<file path="src/rtl/seg_display_scan_pkg.sv">
// seg_pkg: shared constants for the six-digit HH MM SS scanner.
//   NUM_DIGITS / NUM_FIELDS  - display geometry (two digits per field)
//   SEG_0..SEG_9, SEG_DASH   - active-low a..g codes (bit0=a .. bit6=g)
//   SEG_BLANK                - all eight segments (incl. dp) off
//   FLD_SEC/FLD_MIN/FLD_HOUR - field index; field = digit_idx / 2
//   seg_encode()             - BCD digit to active-low a..g code
package seg_pkg;
  localparam int NUM_DIGITS = 6;
  localparam int NUM_FIELDS = 3;

  localparam logic [6:0] SEG_0    = 7'h40;
  localparam logic [6:0] SEG_1    = 7'h79;
  localparam logic [6:0] SEG_2    = 7'h24;
  localparam logic [6:0] SEG_3    = 7'h30;
  localparam logic [6:0] SEG_4    = 7'h19;
  localparam logic [6:0] SEG_5    = 7'h12;
  localparam logic [6:0] SEG_6    = 7'h02;
  localparam logic [6:0] SEG_7    = 7'h78;
  localparam logic [6:0] SEG_8    = 7'h00;
  localparam logic [6:0] SEG_9    = 7'h10;
  localparam logic [6:0] SEG_DASH = 7'h3F;

  localparam logic [7:0] SEG_BLANK = 8'hFF;

  localparam int FLD_SEC  = 0;
  localparam int FLD_MIN  = 1;
  localparam int FLD_HOUR = 2;

  function automatic logic [6:0] seg_encode(input logic [3:0] d);
    case (d)
      4'd0:    seg_encode = SEG_0;
      4'd1:    seg_encode = SEG_1;
      4'd2:    seg_encode = SEG_2;
      4'd3:    seg_encode = SEG_3;
      4'd4:    seg_encode = SEG_4;
      4'd5:    seg_encode = SEG_5;
      4'd6:    seg_encode = SEG_6;
      4'd7:    seg_encode = SEG_7;
      4'd8:    seg_encode = SEG_8;
      4'd9:    seg_encode = SEG_9;
      default: seg_encode = SEG_DASH;
    endcase
  endfunction
endpackage

</file>
<file path="src/rtl/seg_display_scan_if.sv">
// seg_display_scan_if: time fields and display drive between the clock
// counters (master) and the display scanner (slave).
//   hour/min/sec [7:0] - binary counts, valid 0..99
//   blink [2:0]        - per-field blink enable ([2]=hour,[1]=min,[0]=sec)
//   colon_on           - light the separator decimal points
//   an [5:0]           - active-low digit enables, an[0]=sec ones
//   seg [7:0]          - active-low segments, seg[7]=dp
interface seg_display_scan_if;
  logic [7:0] hour;
  logic [7:0] min;
  logic [7:0] sec;
  logic [2:0] blink;
  logic       colon_on;
  logic [5:0] an;
  logic [7:0] seg;

  modport master (output hour, min, sec, blink, colon_on, input an, seg);
  modport slave  (input hour, min, sec, blink, colon_on, output an, seg);
endinterface

</file>
<file path="src/rtl/seg_display_scan_bin2bcd99.sv">
// bin2bcd99: combinational 8-bit binary to two BCD digits.
//   bin [7:0]  - binary value
//   tens [3:0] - bin / 10 (0 when ovf)
//   ones [3:0] - bin % 10 (0 when ovf)
//   ovf        - bin > 99
module bin2bcd99
  import seg_pkg::*;
(
  input  logic [7:0] bin,
  output logic [3:0] tens,
  output logic [3:0] ones,
  output logic       ovf
);
  logic [3:0] t;

  always_comb begin
    t = '0;
    for (int i = 1; i < 10; i++)
      if (bin >= 8'(10 * i)) t = 4'(i);
    ovf  = bin > 8'd99;
    tens = ovf ? 4'd0 : t;
    // The true remainder is < 10, so its low nibble is exact under
    // 4-bit wrap-around arithmetic.
    ones = ovf ? 4'd0 : bin[3:0] - 4'(t * 4'd10);
  end
endmodule

</file>
<file path="src/rtl/seg_display_scan.sv">
// seg_display_scan: time-multiplexed driver for six common-anode digits
// showing HH MM SS. Fields are snapshotted once per scan frame so a frame
// never tears; blink and colon act live.
//   clk    - system clock, rising edge
//   reset  - synchronous, active-high
//   bus    - seg_display_scan_if.slave (time fields in, an/seg out)
// Params: SCAN_DIV clocks per digit (>=2), BLINK_FRAMES frames per blink
// phase (>=1).
module seg_display_scan
  import seg_pkg::*;
#(
  parameter int SCAN_DIV     = 50000,
  parameter int BLINK_FRAMES = 250
) (
  input  logic               clk,
  input  logic               reset,
  seg_display_scan_if.slave  bus
);
  localparam int DIV_W = $clog2(SCAN_DIV);
  localparam int FRM_W = $clog2(BLINK_FRAMES + 1);
  localparam logic [DIV_W-1:0] DIV_LAST = DIV_W'(SCAN_DIV - 1);
  localparam logic [FRM_W-1:0] FRM_LAST = FRM_W'(BLINK_FRAMES - 1);
  localparam logic [2:0]       IDX_LAST = 3'(NUM_DIGITS - 1);

  logic [DIV_W-1:0]                 div_cnt_q, div_cnt_d;
  logic [2:0]                       digit_idx_q, digit_idx_d;
  logic [FRM_W-1:0]                 frame_cnt_q, frame_cnt_d;
  logic                             blink_ph_q, blink_ph_d;
  logic [NUM_FIELDS-1:0][7:0]       snap_q, snap_d;
  logic [NUM_DIGITS-1:0]            an_q, an_d;
  logic [7:0]                       seg_q, seg_d;

  logic [NUM_FIELDS-1:0][7:0]       live;
  logic [NUM_FIELDS-1:0][3:0]       tens, ones;
  logic [NUM_FIELDS-1:0]            ovf;
  logic                             div_last, frame_wrap;
  logic [1:0]                       fld;
  logic [3:0]                       bcd;
  logic [6:0]                       code;
  logic                             dp_n;

  assign live = {bus.hour, bus.min, bus.sec};

  for (genvar f = 0; f < NUM_FIELDS; f++) begin : g_fld
    bin2bcd99 u_b2b (
      .bin  (snap_q[f]),
      .tens (tens[f]),
      .ones (ones[f]),
      .ovf  (ovf[f])
    );
  end

  // Scan timing, frame snapshot and blink phase.
  always_comb begin
    div_last    = div_cnt_q == DIV_LAST;
    frame_wrap  = div_last && (digit_idx_q == IDX_LAST);
    div_cnt_d   = div_last ? '0 : div_cnt_q + DIV_W'(1);
    digit_idx_d = digit_idx_q;
    frame_cnt_d = frame_cnt_q;
    blink_ph_d  = blink_ph_q;
    snap_d      = snap_q;
    if (div_last)
      digit_idx_d = frame_wrap ? 3'd0 : digit_idx_q + 3'd1;
    if (frame_wrap) begin
      snap_d = live;
      if (frame_cnt_q == FRM_LAST) begin
        frame_cnt_d = '0;
        blink_ph_d  = ~blink_ph_q;
      end else begin
        frame_cnt_d = frame_cnt_q + FRM_W'(1);
      end
    end
  end

  // Digit decode; two digits per field so the field is idx/2 and the
  // odd digit of each pair is the tens digit.
  always_comb begin
    fld  = digit_idx_q[2:1];
    bcd  = digit_idx_q[0] ? tens[fld] : ones[fld];
    code = ovf[fld] ? SEG_DASH : seg_encode(bcd);
    dp_n = ~(bus.colon_on && (digit_idx_q == 3'd2 || digit_idx_q == 3'd4));
    seg_d = (bus.blink[fld] && blink_ph_q) ? SEG_BLANK : {dp_n, code};
    an_d  = ~(NUM_DIGITS'(1) << digit_idx_q);
  end

  always_ff @(posedge clk) begin
    if (reset) begin
      div_cnt_q   <= '0;
      digit_idx_q <= '0;
      frame_cnt_q <= '0;
      blink_ph_q  <= 1'b0;
      snap_q      <= '0;
      an_q        <= '1;
      seg_q       <= SEG_BLANK;
    end else begin
      div_cnt_q   <= div_cnt_d;
      digit_idx_q <= digit_idx_d;
      frame_cnt_q <= frame_cnt_d;
      blink_ph_q  <= blink_ph_d;
      snap_q      <= snap_d;
      an_q        <= an_d;
      seg_q       <= seg_d;
    end
  end

  assign bus.an  = an_q;
  assign bus.seg = seg_q;
endmodule
</file>
<file path="src/flat_wrapper.sv">
// flat-port wrapper written by rule: the top's interface ports become plain ports
module seg_display_scan_flat import seg_pkg::*;
#(
  parameter int SCAN_DIV     = 50000,
  parameter int BLINK_FRAMES = 250
)
  (clk, reset, bus_hour, bus_min, bus_sec, bus_blink, bus_colon_on, bus_an, bus_seg);
  seg_display_scan_if bus_i ();
  input  logic clk;
  input  logic reset;
  input wire logic [$bits(bus_i.hour)-1:0] bus_hour;
  input wire logic [$bits(bus_i.min)-1:0] bus_min;
  input wire logic [$bits(bus_i.sec)-1:0] bus_sec;
  input wire logic [$bits(bus_i.blink)-1:0] bus_blink;
  input wire logic [$bits(bus_i.colon_on)-1:0] bus_colon_on;
  output wire logic [$bits(bus_i.an)-1:0] bus_an;
  output wire logic [$bits(bus_i.seg)-1:0] bus_seg;
  assign bus_i.hour = bus_hour;
  assign bus_i.min = bus_min;
  assign bus_i.sec = bus_sec;
  assign bus_i.blink = bus_blink;
  assign bus_i.colon_on = bus_colon_on;
  assign bus_an = bus_i.an;
  assign bus_seg = bus_i.seg;
  seg_display_scan #(.SCAN_DIV(SCAN_DIV), .BLINK_FRAMES(BLINK_FRAMES)) u_core (.clk(clk), .reset(reset), .bus(bus_i));
endmodule
</file>
<file path="config.mk">
export PLATFORM = sky130hd
export DESIGN_NAME = seg_display_scan_flat
export DESIGN_NICKNAME = d
export VERILOG_FILES = /design/src/rtl/seg_display_scan_pkg.sv /design/src/rtl/seg_display_scan_if.sv /design/src/rtl/seg_display_scan_bin2bcd99.sv /design/src/rtl/seg_display_scan.sv /design/src/flat_wrapper.sv
export SDC_FILE = /design/constraint.sdc
export NUM_CORES = 1
export LEC_CHECK = 0
export ABC_AREA = 1
export BUFFER_PORTS_ARGS = -buffer_cell sky130_fd_sc_hd__buf_4
export CAP_MARGIN = 10
export CORE_MARGIN = 2
export CORE_UTILIZATION = 60
export CTS_CLUSTER_DIAMETER = 100
export DETAILED_ROUTE_END_ITERATION = 10
export PLACE_DENSITY = 0.9
export SLEW_MARGIN = 15
export SYNTH_ARGS = -nofsm -noshare
export SYNTH_HDL_FRONTEND = slang
export SYNTH_SLANG_ARGS = --single-unit
</file>
<file path="constraint.sdc">
create_clock -name clk -period 5.4 [get_ports clk]
set_input_delay 1.35 -clock clk [delete_from_list [all_inputs] [get_ports clk]]
set_output_delay 1.35 -clock clk [all_outputs]
set_load 0.01 [all_outputs]
</file>
==> results of run 1 <==
## stage by stage
step	instances	setup WS (ns)
floorplan	560	2.74
global placement	669	2.43
detailed placement	669	2.29
CTS	685	2.30
global route	685	2.02
finish	685	2.28
## flip-flops by register name (all words and copies together), names as in the netlist
register and cells:
u_core.bus.an 6, u_core.blink_ph_q 1, u_core.div_cnt_q 16, u_core.digit_idx_q 3, u_core.snap_q 24, u_core.frame_cnt_q 8
u_core.bus.seg 8
## worst paths after layout
kind / endpoint / cells after the start / from / slack [ns]
max: u_core.bus.seg[4] / 17 / u_core.snap_q[18] / 2.28
min: u_core.div_cnt_q[0] / 1 / u_core.div_cnt_q[0] / 0.45
max reg2reg: u_core.bus.seg[4] / 17 / u_core.snap_q[18] / 2.28
min reg2reg: u_core.div_cnt_q[0] / 1 / u_core.div_cnt_q[0] / 0.45
## final cells by class
| class | instances | area, µm² | share of cell area (%) |
|---|---|---|---|
| tap | 77 | 96.3 | 2.14 |
| sequential | 66 | 1320 | 29.3 |
| timing repair buffer | 44 | 330 | 7.33 |
| multi-input combinational | 402 | 2230 | 49.4 |
| clock inverter | 6 | 88.8 | 1.97 |
| inverter | 80 | 303 | 6.72 |
| clock buffer | 10 | 138 | 3.06 |
## placed cells by master, fill, tap and decap left out, drive strengths merged, types with 4 or more instances in the layout
cell and n:
dfxtp 66, buf 44, a21oi 49, clkbuf 10
nand2 139, nand4 9, ha 14, nor4 9
inv 81, nor3b 4, nand3 32, o21ai 47
nor2 46, nor3 16, xor2 7
## per-layer routing
layer	vias to the layer above	GRT usage, %	share of wire, %
met5	-	0	0
met4	0	9.67	1.8
met3	17	5.11	4.7
met2	95	44.3	51
met1	1744	29.3	42
li1	1930	-	-
## power breakdown
part	total (mW)	internal, mW	switching [mW]
Combinational	0.0415	0.0227	0.0188
Sequential	0.493	0.491	0.00188
Clock	0.474	0.273	0.201
Total	1.01	0.787	0.222
## logic make-up (layout without fill, tap and decap cells)
group                    Yosys count  count (layout)  synth area share (%)
adder cells (fa/ha/maj)           17              17                  6.03
AO/OA/AOI/OAI                    115             115                  16.4
XOR/XNOR                          10              10                  2.25
AND/OR/NAND/NOR                  260             260                  32.4
flip-flops                        66              66                  33.9
buffers and inverters             92             140                  9.02
==> impl_metrics.ini, run 1 <==
[detailed_routing]
vias_per_cell = 5.53
drt-initial-drc-count = 213
firstDrtPassIters = 5
vias = 3786
drt-total-wl_mm = 8.59
drc = 0
ant_nets = 0
routedWlPerCell_um = 12.5

[yosys]
syn_inst = 560
yosysSeqAreaShare_pct = 33.9
ys_warn_count = 0
synth_ff_type = dfxtp_1
synth_top_area_share_pct = 33.9
synth_common_cells = nand2_1 (121), dfxtp_1 (66), inv_1 (55)
synth_cell_types = 44
syn_area_per_cell_um2 = 6.96
synth_largest_area_cell = dfxtp_1
syn_nets = 607
syn_area_um2 = 3900
synth.most_common_cell = nand2_1
synth_seq_cells = 66
synthTopCellsByArea = dfxtp_1 (34%), nand2_1 (12%), a21oi_1 (6.3%)
synthArstFlopShare_pct = 0
synth_edf_count = 0

[layout]
fin_area_um2 = 4500
drive_gt1_share_pct = 20.4
num_antenna_cells = 0
post-route-util_pct = 71.3
nFillCells = 521
area.growth.synth_to_final_pct = 15.5
nNetsFinal = 650

[power]
p_leak_nw = 1.92
p_total_mw = 1.01
irDropWorstVdd_uv = 225
p_per_area_nw_per_um2 = 224

[floorplanning]
initial_core_util_pct = 61.8
core_area_um2 = 6310
die-width_um = 84.6
die-area_um2 = 7160
io_pins = 44
num_rows = 29
die_h_um = 84.6

[timing]
finalCritPeriodShare_pct = 57.7
tightest_slew_ns = 0.806
setup_violations = 0
slew_viol_final = 0
fmax_ghz = 0.321
finalHoldViolCount = 0
hold_ws_ns = 0.453
clock_skew_ns = 0.0119
grt_setup_unrepaired = no
fin_setup_tns_ns = 0
min_period_ns = 3.12
slew_headroom_pct = 46.2

[clocking]
insertion_delay_ns = 0.35
cts_tree = yes
cts.sinks = 66
ctsHoldBuffers = 0
cts-root-buf = clkbuf_8
clk_pin_slew_worst_paths_ns = 0.08
h-tree-depth = 3
cts-resized-gates = 0
clk_path_buf_depth = 2
numCtsBuffers = 9
cts_setup_buffers = 0

[placement]
hpwl_mm = 6.40
gp_congestion = 0.915
dpl-instance-area_um2 = 4280
io_buffers = 43

[global_route]
track_usage_pct = 24.9
antenna_found_initial = 0
grt_max_degree = 47
grt_pass1_vias = 3506
grt_pass1_wl_mm = 14.7
overflow = 0

[job]
cap_violations = 0

[critical_path]
cp.required_ns = 5.63
worst-path-buf-inv = 2
cpPeakStageDelay_ns = 0.43
crit_chain = o21ai_0, nor4_1, a211oi_1, nand2_1, ha_1, inv_1, fa_1, nand3_1, nand2_1, nand2_1, nand2_1, nand2_2, inv_2, nor2_4, nand3_1, nand3_1, nand3_1
crit_type = reg -> reg
cp_max_fo = 6
start_kind = flip-flop
crit_path_end_kind = flip-flop
slowest_stage = a211oi_1
critPathTopFamily = simple AND/OR/NAND/NOR gates
cp.arrival_ns = 3.35

[outcome]
status = finished clean

[hold_path]
hold_path.class = reg -> reg
Power figures use the tool's default switching activity.
==> inputs of run 2 (changes only) <==
- ABC_AREA: 1 -> 0
- CORE_UTILIZATION: 60 -> 59
- PLACE_DENSITY: 0.9 -> 0.89
- clock period: 5.4 -> 3.03 ns (I/O delays scaled with it)
==> impl_metrics.ini, run 2 <==
[yosys]
ys_warn_count = 0
synthAdderAreaFrac_pct = 6.64
synth_simple_gate_area_share_pct = 28.2
synth_ff_type = dfxtp_1
syn_inst = 490
synthTopCellsByArea = dfxtp_1 (34%), nand2_1 (8.3%), a21oi_1 (5.5%)
synth_xor_area_share_pct = 5.92
syn_area_um2 = 3850
synth_cell_types = 64
synth.most_common_cell = nand2_1
syn_nets = 537
synth_common_cells = nand2_1 (85), dfxtp_1 (66), nor2_1 (48)
yosysSeqAreaShare_pct = 34.4
synthArstFlopShare_pct = 0
synth_edf_count = 0
synth_top_area_share_pct = 34.4
synth_top_family_by_area = simple AND/OR/NAND/NOR gates
muxShareOfSynthArea_pct = 1.92
synth_seq_cells = 66
synth-compound-area-share_pct = 17.6
synth_largest_area_cell = dfxtp_1
syn_area_per_cell_um2 = 7.85

[critical_path]
crit_type = reg -> reg
crit_chain = nor4bb_4, a211oi_2, o211a_1, nor2_2, nand2_1, ha_2, inv_2, fa_2, xnor2_2, or3_4, a211o_1, a211o_4, nand4_4, or3_4, o2111ai_1
cpPeakStageDelay_ns = 0.38
critPathTopFamily = compound AO/OA/AOI/OAI gates
cp.required_ns = 3.26
path_common_cell = or3_4
slowest_stage = dfxtp_4
cp.arrival_ns = 3.52
cp_max_fo = 7
crit_path_end_kind = flip-flop
reg2reg_slack_ns = -0.27
start_kind = flip-flop
worst-path-buf-inv = 1

[power]
p_total_mw = 1.68
switching_power_uw = 413
power_frac_comb_pct = 4.1
p_seq_share_pct = 52.3
swShare_pct = 24.7
clkPwrFrac_pct = 43.6
intPower_mw = 1.26
p_per_area_nw_per_um2 = 348
irDropWorstVdd_uv = 320
p_leak_nw = 1.89

[floorplanning]
core_area_um2 = 6310
die-width_um = 84.7
initial_core_util_pct = 60.9
num_rows = 29
die_h_um = 84.7
io_pins = 44
die-area_um2 = 7180

[timing]
clock_skew_ns = 0.0115
finalCritPeriodShare_pct = 109
fmax_ghz = 0.303
finalHoldViolCount = 0
min_period_ns = 3.30
hold_ws_ns = 0.462
slew_viol_final = 0
tightest_slew_ns = 0.905
slew_headroom_pct = 38.7
setup_ws_ns = -0.269
setup_violations = 7
grt_setup_unrepaired = yes

[layout]
biggestRegsByFlops = u_core.snap_q: 24 flops, u_core.div_cnt_q: 16 flops
final_common_cell = buf_4
fin_area_um2 = 4810
nNetsFinal = 607
area.growth.synth_to_final_pct = 25.1
drive_gt1_share_pct = 26.4
most-common-layout-cells = buf_4 (87), nand2_1 (84), dfxtp_1 (60)
post-route-util_pct = 76.2
num_antenna_cells = 0
top_register = u_core.snap_q
largest_reg_flops = 24

[detailed_routing]
drt-initial-drc-count = 238
vias_per_cell = 5.92
firstDrtPassIters = 5
ant_nets = 0
drt-total-wl_mm = 9.73
drc = 0
routedWlPerCell_um = 15.2
vias = 3799

[global_route]
track_usage_pct = 27.5
overflow = 0
grt_max_degree = 33
antenna_found_initial = 0
grt_pass1_vias = 3650
grt_pass1_wl_mm = 16.0

[placement]
dpl-instance-area_um2 = 4450
hpwl_mm = 6.42
gp_congestion = 0.897
io_buffers = 43

[clocking]
numCtsBuffers = 9
insertion_delay_ns = 0.36
clk_path_buf_depth = 2
cts.sinks = 66
cts-root-buf = clkbuf_8
clk_pin_slew_worst_paths_ns = 0.08
cts_tree = yes
h-tree-depth = 3

[outcome]
status = finished with violations
failed_checks = setup timing

[hold_path]
hold_path.class = reg -> reg

[job]
cap_violations = 0
[run 2: cell count changes in the layout (fill, tap and decap cells not counted), moves of 7 or more]
cell and delta:
buf_4 +43, inv_1 -37, nand2_1 -37, inv_2 -23
o21ai_0 -20, nand3_1 -16, nand2_2 -12, xnor2_1 +8
a21oi_1 -7, nor2b_1 +7
[run 2: final cells by class]
type,instances,area (µm²)
clock buffers,10,149
clock inverters,6,46.3
fillers,454,1500
inverters,20,75.1
multi-input cells,376,2450
flip-flops and latches,66,1340
well taps,77,96.3
repair buffers,87,653
[run 2: through the flow]
stage | TNS, ns | worst slack (ns) | cells
after floorplan | -0.284 | -0.104 | 490
after global placement | -0.353 | -0.0885 | 620
after detailed placement | -2.08 | -0.347 | 620
after CTS | -1.17 | -0.201 | 638
after global routing | -2.54 | -0.405 | 642
final | -1.50 | -0.269 | 642
[run 2: worst reg2reg max path: stages (launching register included)]
cell and delay [ns]:
dfxtp_4 0.38, nor4bb_4 0.15, a211oi_2 0.22, o211a_1 0.23, nor2_2 0.06, nand2_1 0.08
ha_2 0.17, inv_2 0.04, fa_2 0.34, xnor2_2 0.15, or3_4 0.33, a211o_1 0.28
a211o_4 0.37, nand4_4 0.13, or3_4 0.15, o2111ai_1 0.09
[run 2: metal layers]
layer	vias to the layer above	wire length [µm]	track usage, %
met5	-	0	0
met4	0	199	13.7
met3	23	749	7.08
met2	156	4690	46.0
met1	1789	4090	32.8
li1	1831	-	-
[run 2: final timing paths]
check,start,end,cells after the start
hold / removal,u_core.div_cnt_q[0],u_core.div_cnt_q[0],1
hold reg to reg,u_core.div_cnt_q[0],u_core.div_cnt_q[0],1
setup reg to reg,u_core.snap_q[13],u_core.bus.seg[3],15
setup / recovery,u_core.snap_q[13],u_core.bus.seg[3],15
[run 2: kinds of logic after synthesis]
group           count (synthesis)
flops                          66
mux                             6
compound gates                102
simple gates                  222
xor+xnor                       26
buf+inv                        49
fa+ha+maj                      19
[run 2: timing repair]
item                       CTS  global route
setup endpoints to repair    7             7
pin swaps                    5             8
gates resized for setup     15            13
setup buffers                1             4
hold buffers                 0             0
gates cloned                 1             0
[run 2: power groups by stage]
stage,Combinational (mW),Sequential [mW],Clock [mW]
6_report,0.0695,0.876,0.730
5_1_grt,0.0753,0.877,0.774
4_1_cts,0.0689,0.877,0.735
3_5_place_dp,0.0686,0.899,0
3_3_place_gp,0.0667,0.899,0
2_1_floorplan,0.0208,0.902,0
